===== src/rtl/uart_stream_pkg.sv =====
// uart_stream_pkg: shared constants and tx FSM states for the uart stream engine
package uart_stream_pkg;
  localparam logic [1:0] MODE_PASS = 2'b00;
  localparam logic [1:0] MODE_ADD  = 2'b01;
  localparam logic [1:0] MODE_INV  = 2'b10;
  localparam logic [1:0] MODE_REV  = 2'b11;
  localparam logic [7:0] LED_ERROR = 8'hFF;
  typedef enum logic [1:0] {IDLE = 2'b00, SEND = 2'b01, GAP = 2'b10} tx_state_t;
endpackage


===== src/rtl/uart_stream_engine_sync_fifo.sv =====
// sync_fifo: power-of-two FIFO with extra-bit pointers and concurrent push/pop
module sync_fifo #(
  parameter int DATA_WIDTH = 8,
  parameter int FIFO_DEPTH = 16
) (
  input  logic                          clk,
  input  logic                          rst_n,
  input  logic                          push,
  input  logic                          pop,
  input  logic [DATA_WIDTH-1:0]         wdata,
  output logic [DATA_WIDTH-1:0]         rdata,
  output logic                          full,
  output logic                          empty,
  output logic [$clog2(FIFO_DEPTH):0]   level
);
  localparam int AW = $clog2(FIFO_DEPTH);
  logic [DATA_WIDTH-1:0] mem [FIFO_DEPTH];
  logic [AW:0] wp, rp;
  logic wr, rd;
  assign level = wp - rp;
  assign empty = wp == rp;
  assign full  = level == (AW+1)'(FIFO_DEPTH);
  // a pop frees the head slot, so a push into a full FIFO is still accepted
  assign wr    = push & (~full | pop);
  assign rd    = pop & ~empty;
  assign rdata = mem[rp[AW-1:0]];
  always_ff @(posedge clk or negedge rst_n)
    if (!rst_n) begin
      wp <= '0;
      rp <= '0;
    end else begin
      wp <= wr ? wp + 1'b1 : wp;
      rp <= rd ? rp + 1'b1 : rp;
    end
  always_ff @(posedge clk)
    if (wr) mem[wp[AW-1:0]] <= wdata;
endmodule


===== src/rtl/uart_stream_engine.sv =====
// uart_stream_engine: captures rx words, transforms by mode, buffers them and drives uart_tx
module uart_stream_engine
  import uart_stream_pkg::*;
#(
  parameter int DATA_WIDTH = 8,
  parameter int FIFO_DEPTH = 16,
  parameter int ADD_CONST  = 1,
  parameter int CNT_WIDTH  = 8
) (
  input  logic                        clk,
  input  logic                        rst_n,
  input  logic                        rx_ready,
  input  logic                        rx_error,
  input  logic [DATA_WIDTH-1:0]       rx_data,
  input  logic [1:0]                  mode,
  output logic [DATA_WIDTH-1:0]       tx_data,
  output logic                        tx_start,
  input  logic                        tx_done,
  output logic [$clog2(FIFO_DEPTH):0] fifo_level,
  output logic [CNT_WIDTH-1:0]        overflow_cnt,
  output logic [CNT_WIDTH-1:0]        error_cnt,
  output logic [7:0]                  led
);
  logic rx_ready_q, rx_error_q, cap_valid, full, empty, pop, rise, err_rise, drop;
  logic [DATA_WIDTH-1:0] cap_data, xform, rev, head, last_word;
  tx_state_t state;
  always_comb begin
    rev = '0;
    for (int i = 0; i < DATA_WIDTH; i++) rev[i] = rx_data[DATA_WIDTH-1-i];
  end
  assign xform = mode == MODE_ADD ? rx_data + DATA_WIDTH'(ADD_CONST) :
                 mode == MODE_INV ? ~rx_data :
                 mode == MODE_REV ? rev : rx_data;
  assign rise     = rx_ready & ~rx_ready_q;
  assign err_rise = rx_error & ~rx_error_q;
  assign pop      = state == SEND & tx_start & tx_done;
  assign drop     = cap_valid & full & ~pop;
  sync_fifo #(.DATA_WIDTH(DATA_WIDTH), .FIFO_DEPTH(FIFO_DEPTH)) u_fifo (
    .clk(clk), .rst_n(rst_n), .push(cap_valid), .pop(pop), .wdata(cap_data),
    .rdata(head), .full(full), .empty(empty), .level(fifo_level)
  );
  always_ff @(posedge clk or negedge rst_n)
    if (!rst_n) begin
      rx_ready_q   <= 1'b0;
      rx_error_q   <= 1'b0;
      cap_valid    <= 1'b0;
      cap_data     <= '0;
      last_word    <= '0;
      overflow_cnt <= '0;
      error_cnt    <= '0;
      led          <= '0;
    end else begin
      rx_ready_q   <= rx_ready;
      rx_error_q   <= rx_error;
      cap_valid    <= rise & ~rx_error;
      cap_data     <= rise ? xform : cap_data;
      last_word    <= cap_valid & ~drop ? cap_data : last_word;
      overflow_cnt <= drop && overflow_cnt != '1 ? overflow_cnt + 1'b1 : overflow_cnt;
      error_cnt    <= err_rise && error_cnt != '1 ? error_cnt + 1'b1 : error_cnt;
      led          <= rx_error ? LED_ERROR : {full, ~empty, last_word[5:0]};
    end
  // tx_data is latched once per word so it stays stable for the whole SEND
  always_ff @(posedge clk or negedge rst_n)
    if (!rst_n) begin
      state    <= IDLE;
      tx_start <= 1'b0;
      tx_data  <= '0;
    end else begin
      case (state)
        IDLE: if (!empty) begin
          tx_data <= head;
          state   <= SEND;
        end
        SEND: if (tx_start && tx_done) begin
          tx_start <= 1'b0;
          state    <= GAP;
        end else tx_start <= 1'b1;
        GAP: if (!tx_done) state <= IDLE;
        default: state <= IDLE;
      endcase
    end
endmodule


===== config.mk =====
export PLATFORM = sky130hd
export DESIGN_NAME = uart_stream_engine
export DESIGN_NICKNAME = d
export VERILOG_FILES = /design/src/rtl/uart_stream_pkg.sv /design/src/rtl/uart_stream_engine_sync_fifo.sv /design/src/rtl/uart_stream_engine.sv
export SDC_FILE = /design/constraint.sdc
export NUM_CORES = 1
export LEC_CHECK = 0
export ABC_AREA = 0
export BUFFER_PORTS_ARGS = -buffer_cell sky130_fd_sc_hd__buf_2
export CAP_MARGIN = 0
export CORE_MARGIN = 1
export CORE_UTILIZATION = 46
export DETAILED_ROUTE_END_ITERATION = 7
export HOLD_SLACK_MARGIN = 0.06
export PLACE_DENSITY = 0.66
export SLEW_MARGIN = 30
export SYNTH_ARGS = -nofsm -noshare
export SYNTH_HDL_FRONTEND = slang
export SYNTH_HIERARCHICAL = 1
export SYNTH_SLANG_ARGS = --single-unit

===== constraint.sdc =====
create_clock -name clk -period 3.55 [get_ports clk]
set_input_delay 0.71 -clock clk [delete_from_list [all_inputs] [get_ports clk]]
set_output_delay 0.71 -clock clk [all_outputs]
set_load 0.02 [all_outputs]

[Word level (Yosys, flattened, before mapping)]
Memory sizes are Yosys's and may differ from the RTL's. A register that Yosys moved wholly into a read port is not among the register bits.
Cells that the tools add are included.
Storage, ports and cells
  bits in registers: 54
  bits in writable memories: 128
  logic and storage cells: 68
  memories kept: 1
Operators by class
  add/sub/neg operators: 6
  equal/unequal tests: 12
  mux-type cells: 11
  bitwise operators: 19
  reductions and logical operators: 7
Memories
  u_fifo.mem: depth 16, width 8, read ports 1, clocked after Yosys merged registers in 1, wr ports 1, RTL line uart_stream_engine_sync_fifo.sv:17  | logic [DATA_WIDTH-1:0] mem [FIFO_DEPTH];
Operators with widths (number)
  two-way mux 8 bit: 4
  adder 8 x 1 -> 8 bit (second input constant): 3
  != test 8 bit (second input constant): 2
  adder 5 x 1 -> 5 bit (second input constant): 2
  AND 1 bit: 10
  NOT 8 bit: 1
  NOT 1 bit: 7
  == test 2 bit (second input constant): 3
  two-way mux 2 bit: 3
  one-hot mux 2 bit (3 select lines): 1
  == test 5 bit: 1
  == test 5 bit (second input constant): 1
  subtractor 5 bit: 1
  == test 2 x 1 -> 1 bit (second input constant): 2
  != test 2 bit (second input constant): 2
  logical AND 1 bit: 3
  two-way mux 1 bit: 3
  AND reduction 3 bit: 1
  zero test 2 bit: 1
  != test 2 x 1 -> 1 bit (second input constant): 1
  AND reduction 2 bit: 1
  zero test 1 bit: 1
  bitwise OR 1 bit: 1

[Logic depth before layout (Yosys ltp)]
  depth in word-level cells: 7
  depth in mapped cells: 12
  depth with buffers taken out: 12

[Cells and area by module]
Netlist, hierarchy kept.
By module, submodules not included
  sync_fifo: times used 1, cells each 270, area each 5720.5 µm²
  uart_stream_engine: times used 1, cells each 213, area each 2391.0 µm²

[Worst setup path before layout]
Ideal clock, no wire load.
  path type: register to register
  start: register u_fifo.rp[1]
  end: memory u_fifo.mem[2][0], enable pin
  data arrival time: 3226 ps
  required time: 3155 ps
  setup slack: -71 ps
  stages on the path, launching flop included: 11
  buffers on the path: 3
  path through: dfrtp_1 clkbuf_1 clkbuf_1 inv_1 fa_1 xor2_1 nor3_1 o2111ai_2 nor2_1 buf_2 nor4_1
On the way
  longest elaborated chain between the ends: 7
Ends and longest elaborated chain
  start, declared: RTL line uart_stream_engine_sync_fifo.sv:18  | logic [AW:0] wp, rp;
  start signal, assigned: RTL line uart_stream_engine_sync_fifo.sv:33  | rp <= rd ? rp + 1'b1 : rp;
  subtractor 5 bit: RTL line uart_stream_engine_sync_fifo.sv:20  | assign level = wp - rp;
  named net fifo_level[2]: RTL line uart_stream_engine.sv:19  | output logic [$clog2(FIFO_DEPTH):0] fifo_level,
  == test 5 bit: RTL line uart_stream_engine_sync_fifo.sv:22  | assign full = level == (AW+1)'(FIFO_DEPTH);
  NOT 1 bit: RTL line uart_stream_engine_sync_fifo.sv:24  | assign wr = push & (~full | pop);
  bitwise OR 1 bit: RTL line uart_stream_engine_sync_fifo.sv:24
  AND 1 bit: RTL line uart_stream_engine_sync_fifo.sv:24
  two-way mux 1 bit: RTL line uart_stream_engine_sync_fifo.sv:36  | if (wr) mem[wp[AW-1:0]] <= wdata;
  two-way mux 1 bit (implied by the code): RTL line uart_stream_engine_sync_fifo.sv:36
  end, declared: RTL line uart_stream_engine_sync_fifo.sv:17
The timed path passes the listed nets, and every way through them passes these cells.

[Worst setup path in the final report]
  start: register u_fifo.wp[0]
  end: register overflow_cnt[1]
On the way
  longest elaborated chain between the ends: 5
Ends and longest elaborated chain
  start, declared: RTL line uart_stream_engine_sync_fifo.sv:18
  start signal, assigned: RTL line uart_stream_engine_sync_fifo.sv:32  | wp <= wr ? wp + 1'b1 : wp;
  subtractor 5 bit: RTL line uart_stream_engine_sync_fifo.sv:20
  == test 5 bit: RTL line uart_stream_engine_sync_fifo.sv:22
  named net full: RTL line uart_stream_engine.sv:24  | logic rx_ready_q, rx_error_q, cap_valid, full, empty, pop, rise, err_rise, drop;
  AND 1 bit (2 in series): RTL line uart_stream_engine.sv:37  | assign drop = cap_valid & full & ~pop;
  logical AND 1 bit: RTL line uart_stream_engine.sv:58  | overflow_cnt <= drop && overflow_cnt != '1 ? overflow_cnt + 1'b1 : overflow_cnt;
  end signal, assigned: RTL line uart_stream_engine.sv:58
  end, declared: RTL line uart_stream_engine.sv:20  | output logic [CNT_WIDTH-1:0] overflow_cnt,
The timed path passes the listed nets, and every way through them passes these cells.
A chain may end at the register's enable or synchronous reset.

==> metrics.md <==
| Metric | Value |
|---|---|
| Final min period | ~3.0 ns |
| EDFF count, synth | roughly 130 |
| Peak VDD IR | approximately 0.45 mV |
| Max Transition Viols Final | 0 |
| Antenna viol nets, final | 0 |
| Area delta synth->final | 13.3% |
| CP Buf/Inv Count | 3 |
| Post-CTS Resized | 0 |
| I/O Pins | 53 |
| Vias | ~4500 |
| Most used cell, CP | inv_1 |
| Critical Path RT | about 3.9 ns |
| Routed WL | 16100 um |
| Clock Latency Late Sink | about 0.42 ns |
| Setup TNS | 0 ns |
| Fraction of the cycle the final worst path needs | between 80% and 90% |
| Worst-Margin Slew | 0.752 ns |
| Synth Warn # | 6 |
| Main synth FF type | edfxtp_1 |
| Share of cells above drive strength 1 | 23.5% |
| Register clock-pin slew on the reported worst setup and hold paths | roughly 0.07 ns |
| # setup viols final | 0 |
| Slew HR | 49.7% |
| Syn_nets | ~510 |
| CP max FO | 6 |
| Vias per cell | 5.66 |
| CTS tree | built |
| Synth Instances | 483 |
| CTS max path bufs | 2 |
| Achievable frequency | ~340 MHz |
| Clock skew | 0.00871 ns |
| HPWL Detailed | ~11000 um |
| Core area | around 17000 sq um |
| DRT Pass-1 Iters | 4 |
| Crit path DAT | between 3 and 4 ns |
| Footprint of the multi-input gates | about 2500 sq um |
| Leak | approximately 0.0034 uW |
| Unrepaired setup endpoints after global routing | no |
| Seq cells post-synth | 190 |
| Fin nets | between 500 and 600 |
| Crit-path cells | inv_1, ha_1, inv_1, fa_1, xor2_1, nor3_1, o2111ai_2, inv_1, nand2_1, nor2_1, and2_1, mux2_1 |
| Power per cell area | 744 nW/um^2 |
| Die X | 135 um |
| Crit-path max cell delay | around 0.43 ns |
| Post-CTS Setup Repair Bufs | 0 |
| Fin. Hold Viols | 0 |
| CTS buffer count | 17 |
| Worst setup SP type | flop |
| Dominant cells by area after synthesis | edfxtp_1 47%, dfrtp_1 19%, mux4_1 9.7% |
| Reg area | between 5000 and 6000 sq um |
| Number of global-route vias before repair | about 4600 |
| Asr flop ratio synth | between 30% and 40% |
| Most numerous cell in the Yosys netlist | edfxtp_1 |
| Die area | 18200 sq um |
| Critical path class | flop to flop |
| Drt initial violations | 353 |
| Final setup margin | 0.583 ns |
| Sequential area share after synthesis | about 67% |
| First-pass GRT wire length | roughly 25000 um |
| Worst slack, placed | between 0.4 and 0.5 ns |
| PortBufs | 52 |
| ANT cells | 0 |
| Synth Area per Inst | around 17 sq um |
| Die Span Y | approximately 130 um |
| FP Rows | 48 |
| Status | finished clean |
| Netlist Area Pre-Place | roughly 8100 sq um |
| Initial antenna violation count | 0 |
| Starting Density | between 40% and 50% |
| Worst hold-check path type | primary input to async pin |
| Share of the synthesized area in the top cell type | around 47% |
| Synth area leader | edfxtp_1 |
| Post-synth top cells | 128 x edfxtp_1, 62 x dfrtp_1, 30 x mux4_1, 21 x nand2_1, 19 x nand3_1 |
| Global placer's final weighted congestion | roughly 0.76 |
| Crit end category | flop |
| Netlist cell types | 53 |
| CTS HTree Levels | 4 |
| GRT Overall Usage | 19.2% |
| TritonCTS Sinks | 190 |
| Largest net degree at the start of global routing | between 40 and 50 |
| Max-cap viol count | 0 |
| Hold_buf cts | 0 |
| Total gr overflow | 0 |
| Critical path's slowest cell | dfrtp_1 |
| Cell family with most CP delay | simple AND/OR/NAND/NOR gates |
| Routed WL per cell | ~20 um |
| # DRC | 0 |
| FILL cells | around 1400 |
| CTS Root Cell | clkbuf_16 |
[area by class of cell]
class | instances | area share [%]
flip-flops and latches | 190 | 58.7
clock buffers | 21 | 4.79
inverters | 15 | 0.613
clock inverters | 11 | 0.735
multi-input cells | 259 | 27.8
repair buffers | 70 | 4.30
well taps | 225 | 3.06
[sequential cells by signal, summed over array words and instances, names as in the netlist]
signal / flops
u_fifo/mem: 128
cap_data: 8
error_cnt: 8
led: 8
overflow_cnt: 8
tx_data: 8
last_word: 6
u_fifo/rp: 5
u_fifo/wp: 5
state: 2
cap_valid: 1
rx_error_q: 1
rx_ready_q: 1
tx_start: 1
[routing by layer]
layer,track usage [%],share of wire [%],vias to the layer above,routed length [um]
met2,30.8,50,161,7980
li1,-,-,2037,-
met1,26.2,43,2265,6990
met3,4.32,5.8,13,940
met5,0,0,-,0
met4,5.93,1.0,0,167
[logic make-up (layout without fill, tap and decap cells)]
| logic type | Yosys count | count (layout) | share of synthesized area [%] |
|---|---|---|---|
| flip-flops | 190 | 190 | 66.5 |
| AND/OR/NAND/NOR | 118 | 118 | 7.96 |
| multiplexers | 61 | 61 | 15.4 |
| AO/OA/AOI/OAI | 45 | 45 | 3.52 |
| buffers and inverters | 34 | 117 | 2.16 |
| XOR/XNOR | 22 | 22 | 2.38 |
| adder cells (fa/ha/maj) | 13 | 13 | 2.10 |
[metrics by stage]
stage | power (uW) | instance area, sq um | utilization [%] | hold WS (ns) | cells
after global placement | 5110 | 8680 | 50.3 | 0.443 | 759
after global routing | 7170 | 9190 | 53.3 | 0.269 | 791
final | 6840 | 9190 | 53.3 | 0.251 | 791
after detailed placement | 5220 | 8680 | 50.3 | 0.446 | 759
after floorplan | 4540 | 8120 | - | 0.414 | 483
after CTS | 6890 | 9180 | 53.3 | 0.248 | 791
[worst reg2reg max path: stages (launching register included)]
cell and delay (ns):
dfrtp_1 0.43, inv_1 0.13, ha_1 0.17, inv_1 0.06, fa_1 0.39, xor2_1 0.20
nor3_1 0.19, o2111ai_2 0.24, inv_1 0.17, nand2_1 0.15, nor2_1 0.21, and2_1 0.21
mux2_1 0.32
[power breakdown]
part           leakage, uW  switching, uW  internal (uW)
Combinational      0.00130           1230            979
Clock             0.000249            780            891
Sequential         0.00190            273           2690
[cell usage in the layout, fill, tap and decap left out, drive strengths merged, types with 2 or more instances in the layout]
master | synthesis | final
a311oi | 2 | 2
edfxtp | 128 | 128
inv | 15 | 18
nor2 | 15 | 15
mux4 | 40 | 40
o21ai | 13 | 13
or3 | 2 | 2
nand3 | 19 | 19
xor2 | 7 | 7
mux2 | 19 | 19
and3 | 8 | 8
nor3 | 13 | 13
dfrtp | 62 | 62
nor2b | 5 | 5
clkbuf | 8 | 21
a21oi | 11 | 11
nor4 | 4 | 4
buf | 11 | 70
or2 | 7 | 7
clkinv | 0 | 6
nand2 | 21 | 21
mux2i | 2 | 2
ha | 12 | 12
nand4 | 8 | 8
a21o | 2 | 2
xnor2 | 15 | 15
clkinvlp | 0 | 2
and2 | 4 | 4
nand2b | 6 | 6
a31oi | 6 | 6
o21a | 3 | 3
[path summary, 6_finish.rpt]
check                                          from                          end  slack [ns]  depth (start not counted)
min in group clk                           rx_ready         rx_ready_q$_DFF_PN0_        0.43                          1
hold reg to reg            last_word[0]$_DFFE_PN0P_             led[0]$_DFF_PN0_        0.47                          1
hold / removal                                rst_n         state[1]$_DFFE_PN0P_        0.25                          1
max in group asynchronous                     rst_n      cap_data[5]$_DFFE_PN0P_        2.34                          2
setup / recovery           u_fifo/wp[0]$_DFFE_PN0P_  overflow_cnt[1]$_DFFE_PN0P_        0.58                         12
setup reg to reg           u_fifo/wp[0]$_DFFE_PN0P_  overflow_cnt[1]$_DFFE_PN0P_        0.58                         12
No activity file was read; power rests on OpenSTA's default activity.
